<file path="src/rtl/pipe_ctrl_pkg.sv">
// rtl/pipe_ctrl_pkg.sv - shared encodings for the pipeline sequencer
package pipe_ctrl_pkg;

  localparam logic STOP    = 1'b1;
  localparam logic NO_STOP = 1'b0;

  localparam logic [5:0] STALL_NONE = 6'b000000;
  localparam logic [5:0] STALL_ID   = 6'b000111;
  localparam logic [5:0] STALL_EX   = 6'b001111;

  localparam logic [31:0] EXC_NONE    = 32'h0000_0000;
  localparam logic [31:0] EXC_INT     = 32'h0000_0001;
  localparam logic [31:0] EXC_SYSCALL = 32'h0000_0008;
  localparam logic [31:0] EXC_INVALID = 32'h0000_000a;
  localparam logic [31:0] EXC_OV      = 32'h0000_000c;
  localparam logic [31:0] EXC_TRAP    = 32'h0000_000d;
  localparam logic [31:0] EXC_ERET    = 32'h0000_000e;

  typedef enum logic [1:0] {
    ST_RUN     = 2'd0,
    ST_STALL   = 2'd1,
    ST_RECOVER = 2'd2
  } pipe_state_t;

endpackage

</file>
<file path="src/rtl/pipe_ctrl_if.sv">
// rtl/pipe_ctrl_if.sv - stall/flush request and control bundle between core stages and sequencer
interface pipe_ctrl_if;

  logic        stallreq_from_id;
  logic        stallreq_from_ex;
  logic [31:0] excepttype_i;
  logic [31:0] cp0_epc_i;
  logic [5:0]  stall;
  logic        flush;
  logic [31:0] new_pc;

  modport master (
    output stallreq_from_id, stallreq_from_ex, excepttype_i, cp0_epc_i,
    input  stall, flush, new_pc
  );

  modport slave (
    input  stallreq_from_id, stallreq_from_ex, excepttype_i, cp0_epc_i,
    output stall, flush, new_pc
  );

endinterface

</file>
<file path="src/rtl/pipe_ctrl_sat_counter.sv">
// rtl/pipe_ctrl_sat_counter.sv - saturating up-counter with synchronous clear
module sat_counter #(
  parameter int W = 8
) (
  input  logic         clk,
  input  logic         rst,
  input  logic         inc,
  input  logic         clr,
  output logic [W-1:0] value
);

  always_ff @(posedge clk) begin
    if (!rst) begin
      value <= '0;
    end else if (clr) begin
      value <= '0;
    end else if (inc && (value != {W{1'b1}})) begin
      value <= value + W'(1);
    end
  end

endmodule

</file>
<file path="src/rtl/pipe_ctrl.sv">
// rtl/pipe_ctrl.sv - merges ID/EX stall requests and MEM exceptions into stall/flush/new_pc
module pipe_ctrl
  import pipe_ctrl_pkg::*;
#(
  parameter logic [31:0] EXC_VECTOR = 32'h0000_0020,
  parameter int          MAX_STALL  = 64,
  parameter int          CNT_W      = 7
) (
  input  logic          clk,
  input  logic          rst,
  pipe_ctrl_if.slave    bus,
  output logic          stall_timeout_o,
  output logic [31:0]   perf_stall_cyc_o,
  output logic [15:0]   perf_flush_cnt_o
);

  pipe_state_t      state;
  logic             exc;
  logic [5:0]       stall_c;
  logic             flush_c;
  logic [31:0]      new_pc_c;
  logic [CNT_W-1:0] stall_cnt;
  logic             stalled;

  assign exc = (bus.excepttype_i != EXC_NONE);

  // Zero-latency outputs: downstream registers sample them in this same cycle.
  always_comb begin
    stall_c  = STALL_NONE;
    flush_c  = 1'b0;
    new_pc_c = '0;
    if (rst) begin
      if (exc) begin
        flush_c  = 1'b1;
        new_pc_c = (bus.excepttype_i == EXC_ERET) ? bus.cp0_epc_i : EXC_VECTOR;
      end else if (state != ST_RECOVER) begin
        if (bus.stallreq_from_ex)
          stall_c = STALL_EX;
        else if (bus.stallreq_from_id)
          stall_c = STALL_ID;
      end
    end
  end

  assign bus.stall  = stall_c;
  assign bus.flush  = flush_c;
  assign bus.new_pc = new_pc_c;
  assign stalled    = (stall_c != STALL_NONE);

  always_ff @(posedge clk) begin
    if (!rst) begin
      state <= ST_RUN;
    end else if (exc) begin
      state <= ST_RECOVER;
    end else if (state == ST_RECOVER) begin
      state <= ST_RUN;
    end else if (bus.stallreq_from_ex || bus.stallreq_from_id) begin
      state <= ST_STALL;
    end else begin
      state <= ST_RUN;
    end
  end

  sat_counter #(.W(CNT_W)) u_stall_cnt (
    .clk   (clk),
    .rst   (rst),
    .inc   (stalled),
    .clr   (!stalled || flush_c),
    .value (stall_cnt)
  );

  // Counter holds the stalled cycles already completed, so MAX_STALL-1 plus this one trips it.
  always_ff @(posedge clk) begin
    if (!rst)
      stall_timeout_o <= 1'b0;
    else if (stalled && (stall_cnt >= CNT_W'(MAX_STALL - 1)))
      stall_timeout_o <= 1'b1;
  end

  sat_counter #(.W(32)) u_perf_stall (
    .clk   (clk),
    .rst   (rst),
    .inc   (stall_c[2]),
    .clr   (1'b0),
    .value (perf_stall_cyc_o)
  );

  sat_counter #(.W(16)) u_perf_flush (
    .clk   (clk),
    .rst   (rst),
    .inc   (flush_c),
    .clr   (1'b0),
    .value (perf_flush_cnt_o)
  );

endmodule

</file>
<file path="src/flat_wrapper.sv">
// flat-port wrapper written by rule: the top's interface ports become plain ports
module pipe_ctrl_flat import pipe_ctrl_pkg::*;
#(
  parameter logic [31:0] EXC_VECTOR = 32'h0000_0020,
  parameter int          MAX_STALL  = 64,
  parameter int          CNT_W      = 7
)
  (clk, rst, stall_timeout_o, perf_stall_cyc_o, perf_flush_cnt_o, bus_stallreq_from_id, bus_stallreq_from_ex, bus_excepttype_i, bus_cp0_epc_i, bus_stall, bus_flush, bus_new_pc);
  pipe_ctrl_if bus_i ();
  input  logic clk;
  input  logic rst;
  output logic stall_timeout_o;
  output logic [31:0] perf_stall_cyc_o;
  output logic [15:0] perf_flush_cnt_o;
  input wire logic [$bits(bus_i.stallreq_from_id)-1:0] bus_stallreq_from_id;
  input wire logic [$bits(bus_i.stallreq_from_ex)-1:0] bus_stallreq_from_ex;
  input wire logic [$bits(bus_i.excepttype_i)-1:0] bus_excepttype_i;
  input wire logic [$bits(bus_i.cp0_epc_i)-1:0] bus_cp0_epc_i;
  output wire logic [$bits(bus_i.stall)-1:0] bus_stall;
  output wire logic [$bits(bus_i.flush)-1:0] bus_flush;
  output wire logic [$bits(bus_i.new_pc)-1:0] bus_new_pc;
  assign bus_i.stallreq_from_id = bus_stallreq_from_id;
  assign bus_i.stallreq_from_ex = bus_stallreq_from_ex;
  assign bus_i.excepttype_i = bus_excepttype_i;
  assign bus_i.cp0_epc_i = bus_cp0_epc_i;
  assign bus_stall = bus_i.stall;
  assign bus_flush = bus_i.flush;
  assign bus_new_pc = bus_i.new_pc;
  pipe_ctrl #(.EXC_VECTOR(EXC_VECTOR), .MAX_STALL(MAX_STALL), .CNT_W(CNT_W)) u_core (.clk(clk), .rst(rst), .bus(bus_i), .stall_timeout_o(stall_timeout_o), .perf_stall_cyc_o(perf_stall_cyc_o), .perf_flush_cnt_o(perf_flush_cnt_o));
endmodule
</file>
<file path="config.mk">
export PLATFORM = sky130hd
export DESIGN_NAME = pipe_ctrl_flat
export DESIGN_NICKNAME = d
export VERILOG_FILES = /design/src/rtl/pipe_ctrl_pkg.sv /design/src/rtl/pipe_ctrl_if.sv /design/src/rtl/pipe_ctrl_sat_counter.sv /design/src/rtl/pipe_ctrl.sv /design/src/flat_wrapper.sv
export SDC_FILE = /design/constraint.sdc
export NUM_CORES = 1
export LEC_CHECK = 0
export BUFFER_PORTS_ARGS = -buffer_cell sky130_fd_sc_hd__buf_2
export CORE_UTILIZATION = 44
export CTS_BUF_LIST = sky130_fd_sc_hd__clkbuf_8
export CTS_CLUSTER_SIZE = 25
export DETAILED_ROUTE_END_ITERATION = 16
export GPL_TIMING_DRIVEN = 0
export PLACE_DENSITY = 0.83
export SKIP_CTS_REPAIR_TIMING = 1
export SYNTH_ARGS = -nofsm -noshare
export SYNTH_HDL_FRONTEND = slang
export SYNTH_SLANG_ARGS = --single-unit
</file>
<file path="constraint.sdc">
create_clock -name clk -period 1.9 [get_ports clk]
set_clock_uncertainty 0.1 [all_clocks]
set_input_delay 0.19 -clock clk [delete_from_list [all_inputs] [get_ports clk]]
set_output_delay 0.19 -clock clk [all_outputs]
set_load 0.005 [all_outputs]
</file>
==> summary.md <==
| Metric | Value |
|---|---|
| Status | finished, violations left |
| Failing checks | negative setup slack |
| Layout cells sized above 1 | 52.6% |
| Critical Path Slowest Stage Cell | or4_4 |
| Via count | 4,275 |
| Slew of the pin with the lowest slew margin | 0.655 ns |
| Final Max Tran Viols | 0 |
| H-tree depth | 3 |
| N_diodes | 0 |
| Worst r2r src | u_core.u_perf_stall.value[6]$_SDFFE_PN0P_ |
| Root Buffer | clkbuf_8 |
| Num CTS Buffers | 9 |
| GRT Overall Usage | 26.6% |
| Register share of total power | 47.3% |
| Routed vias/inst | 6.00 |
| Drt initial violations | 303 |
| Synth async-reset ratio | 0% |
| Initial antenna violation count | 0 |
| Vias in the first global route | 3,577 |
| Layout area overhead | 66.0% |
| First-pass GRT wire length | 16,200 um |
| Max Cap Viol | 0 |
| Pint | 1.92 mW |
| Core footprint | 7290 um^2 |
| DRC | 0 |
| Hold endpoint | u_core.u_perf_stall.value[19]$_SDFFE_PN0P_ |
| Reg area | 1190 um^2 |
| Fill cells | 497 |
| Setup repair after global routing missed its margin | yes |
| Flop2flop setup slack | -0.24 ns |
| Ys flop type | dfxtp_1 |
| Fin crit share | 112% |
| Drt total wl | 13,000 um |
| Max transition margin | 56.3% |
| Area of the multi-input gates | 2500 um^2 |
| Final nets | 680 |
| Endpoints failing setup | 69 |
| Setup CP Type | reg2reg |
| Crit path capture type | flop |
| Psw | 674 uW |
| Clock Path Buffers | 2 |
| Combinational share of power | 7.5% |
| #FFs+latches synth | 58 |
| VDD IR max | 0.354 mV |
| Worst hold path depth | 3 |
| WP data required | 2.09 ns |
| Routed WL per cell | 18.2 um |
| Mapped Cells | 413 |
| Hold wc startpoint | rst |
| Initial Util | 45.7% |
| R2R depth | 7 |
| FF-to-FF End | u_core.u_perf_stall.value[25]$_SDFFE_PN0P_ |
| Switch share | 26.0% |
| DIE WIDTH | 89.0 um |
| CP max stage delay | 0.42 ns |
| Pwr dens | 469 nW/um^2 |
| Clk slew on worst S/H paths | 0.08 ns |
| TritonCTS Sinks | 58 |
| Final hold viol count | 0 |
| Peak Freq | 0.468 GHz |
| Yosys cell types | 44 |
| Pin count of the biggest net entering global routing | 13 |
| Post-synthesis sequential area ratio | 34.8% |
| Static leakage | 2.26 nW |
| CP Max Fanout | 7 |
| CTS tree | done |
| Type of the tightest min-delay check | in2reg |
| Post-DRT Antenna Nets | 0 |
| Port bufs | 153 |
| Startpoint types | flop |
| Detail Placement HPWL | 8010 um |
| Final worst slack | -0.237 ns |
| Grt total ovfl | 0 |
| CP cell instances | nand4_1 > nor4_4 > buf_4 > nand3_4 > buf_6 > or4_4 > a21oi_2 |
| Die area | 7930 um^2 |
| Mapped Area | 3330 um^2 |
| Post-synth EDFFs | 0 |
| Final core area utilization | 75.9% |
| YS warnings | 0 |
| WP buf/inv | 2 |
| Num rows | 31 |
| WP data arrival | 2.33 ns |
| Detailed Routing Iterations Pass 1 | 5 |
| GP Congestion | 0.930 |
| Avg Inst Size Synth | 8.07 um^2 |
| Clk pwr share | 45.2% |
| Die span in y | 89.0 um |
| Largest delay contributor family on the critical path | simple AND/OR/NAND/NOR gates |
| Setup TNS | -5.05 ns |
| Ports | 156 |
| Fin crit period | 2.14 ns |
| Clock latency at the later pin of the worst-skew pair | 0.35 ns |
final cells by class:
cell class,count,share of cell area [%]
plain buffers,27,4.05
clock buffers,9,2.24
clock inverters,7,1.40
inverters,6,0.475
multi-input cells,322,45.2
flip-flops and latches,58,21.5
well taps,99,2.24
repair buffers,185,22.9
worst register-to-register path, stage by stage, from the launching register on:
cell	delay, ns
dfxtp_4	0.39
nand4_1	0.19
nor4_4	0.41
buf_4	0.19
nand3_4	0.09
buf_6	0.15
or4_4	0.42
a21oi_2	0.14
power by group through the flow:
stage	registers, mW	logic (mW)	clock network (mW)
2_1_floorplan	1.26	0.0528	0
3_3_place_gp	1.26	0.142	0
3_5_place_dp	1.26	0.147	0
4_1_cts	1.23	0.147	1.17
5_1_grt	1.23	0.210	1.24
6_report	1.23	0.194	1.17
cells in the final DEF (no fill, tap or decap), types with 17 or more instances in the layout:
cell type	count
a21oi_1	25
and2_4	28
buf_2	116
buf_4	30
buf_6	54
dfxtp_1	39
dfxtp_2	17
mux2i_1	17
nand2_1	40
nor2_1	17
o31ai_1	23
or4_1	19
kinds of logic after synthesis:
logic type | after synthesis | synth area share (%)
DFF | 58 | 34.8
and+or+nand+nor | 220 | 38.4
other | 1 | 0.113
xor gates and xnor gates | 3 | 0.788
muxes | 17 | 5.11
AOI/OAI and AO/OA | 77 | 15.1
adders and majority gates | 3 | 1.13
buffers and inverters | 34 | 4.50
sequential cells by signal, indices dropped and copies added, names as in the netlist:
name                       cells
u_core.u_perf_stall.value     32
u_core.u_perf_flush.value     16
u_core.u_stall_cnt.value       7
u_core.state                   2
u_core.stall_timeout_o         1
cells in the mapped netlist (2+ instances only):
cell type,count,share of area (%)
dfxtp_1,58,35
nand2_1,42,4.7
and2_1,36,6.8
a21oi_1,28,4.2
o31ai_1,23,5.2
nor4_1,21,3.9
or4_1,21,4.7
clkbuf_1,20,2.3
nor2_1,19,2.1
mux2i_1,17,5.1
nand2b_1,17,3.2
nand4_1,16,3.0
nand3_1,13,2.0
and4_1,7,1.8
nor3_1,7,1.1
o21ai_0,7,1.1
and3_1,6,1.1
buf_4,5,1.1
inv_1,5,0.56
o311ai_0,4,1.1
o41ai_1,4,1.1
or3_1,4,0.75
buf_2,3,0.45
ha_1,3,1.1
o211ai_1,3,0.68
xnor2_1,3,0.79
a211oi_1,2,0.45
nand3_2,2,0.60
o2111ai_1,2,0.53
metrics by stage:
stage / hold WS, ns / total power [mW] / worst slack (ns) / instances / instance area (um^2)
final: 0.0575 / 2.59 / -0.237 / 713 / 5530
after global routing: 0.0737 / 2.68 / -0.291 / 713 / 5530
after detailed placement: 0.363 / 1.40 / -0.825 / 666 / 4300
after floorplan: 0.240 / 1.31 / -0.144 / 414 / 3410
after global placement: 0.350 / 1.40 / -0.835 / 666 / 4300
after CTS: 0.0466 / 2.54 / -0.833 / 682 / 4500
worst max path at each step:
| stage | to | startpoint | depth (start not counted) | slack [ns] |
|---|---|---|---|---|
| finish | u_core.u_perf_stall.value[25]$_SDFFE_PN0P_ | u_core.u_perf_stall.value[6]$_SDFFE_PN0P_ | 7 | -0.24 |
| global route | u_core.u_perf_stall.value[13]$_SDFFE_PN0P_ | u_core.u_perf_stall.value[3]$_SDFFE_PN0P_ | 5 | -0.29 |
| detailed placement | bus_stall[3] | bus_excepttype_i[0] | 7 | -0.83 |
| CTS | bus_stall[3] | bus_excepttype_i[0] | 7 | -0.83 |
| floorplan | u_core.u_perf_stall.value[18]$_SDFFE_PN0P_ | bus_excepttype_i[2] | 6 | -0.14 |
| global placement | bus_stall[3] | bus_excepttype_i[0] | 7 | -0.83 |
per-layer routing:
layer | part of all wire (%) | global-route usage [%] | vias up | routed length [um]
li1 | - | - | 1948 | -
met4 | 3.6 | 12.0 | 0 | 467
met1 | 36 | 29.9 | 2023 | 4700
met3 | 7.4 | 5.17 | 43 | 965
met5 | 0 | 0 | - | 0
met2 | 53 | 48.7 | 261 | 6840
No activity file was read; power rests on OpenSTA's default activity.
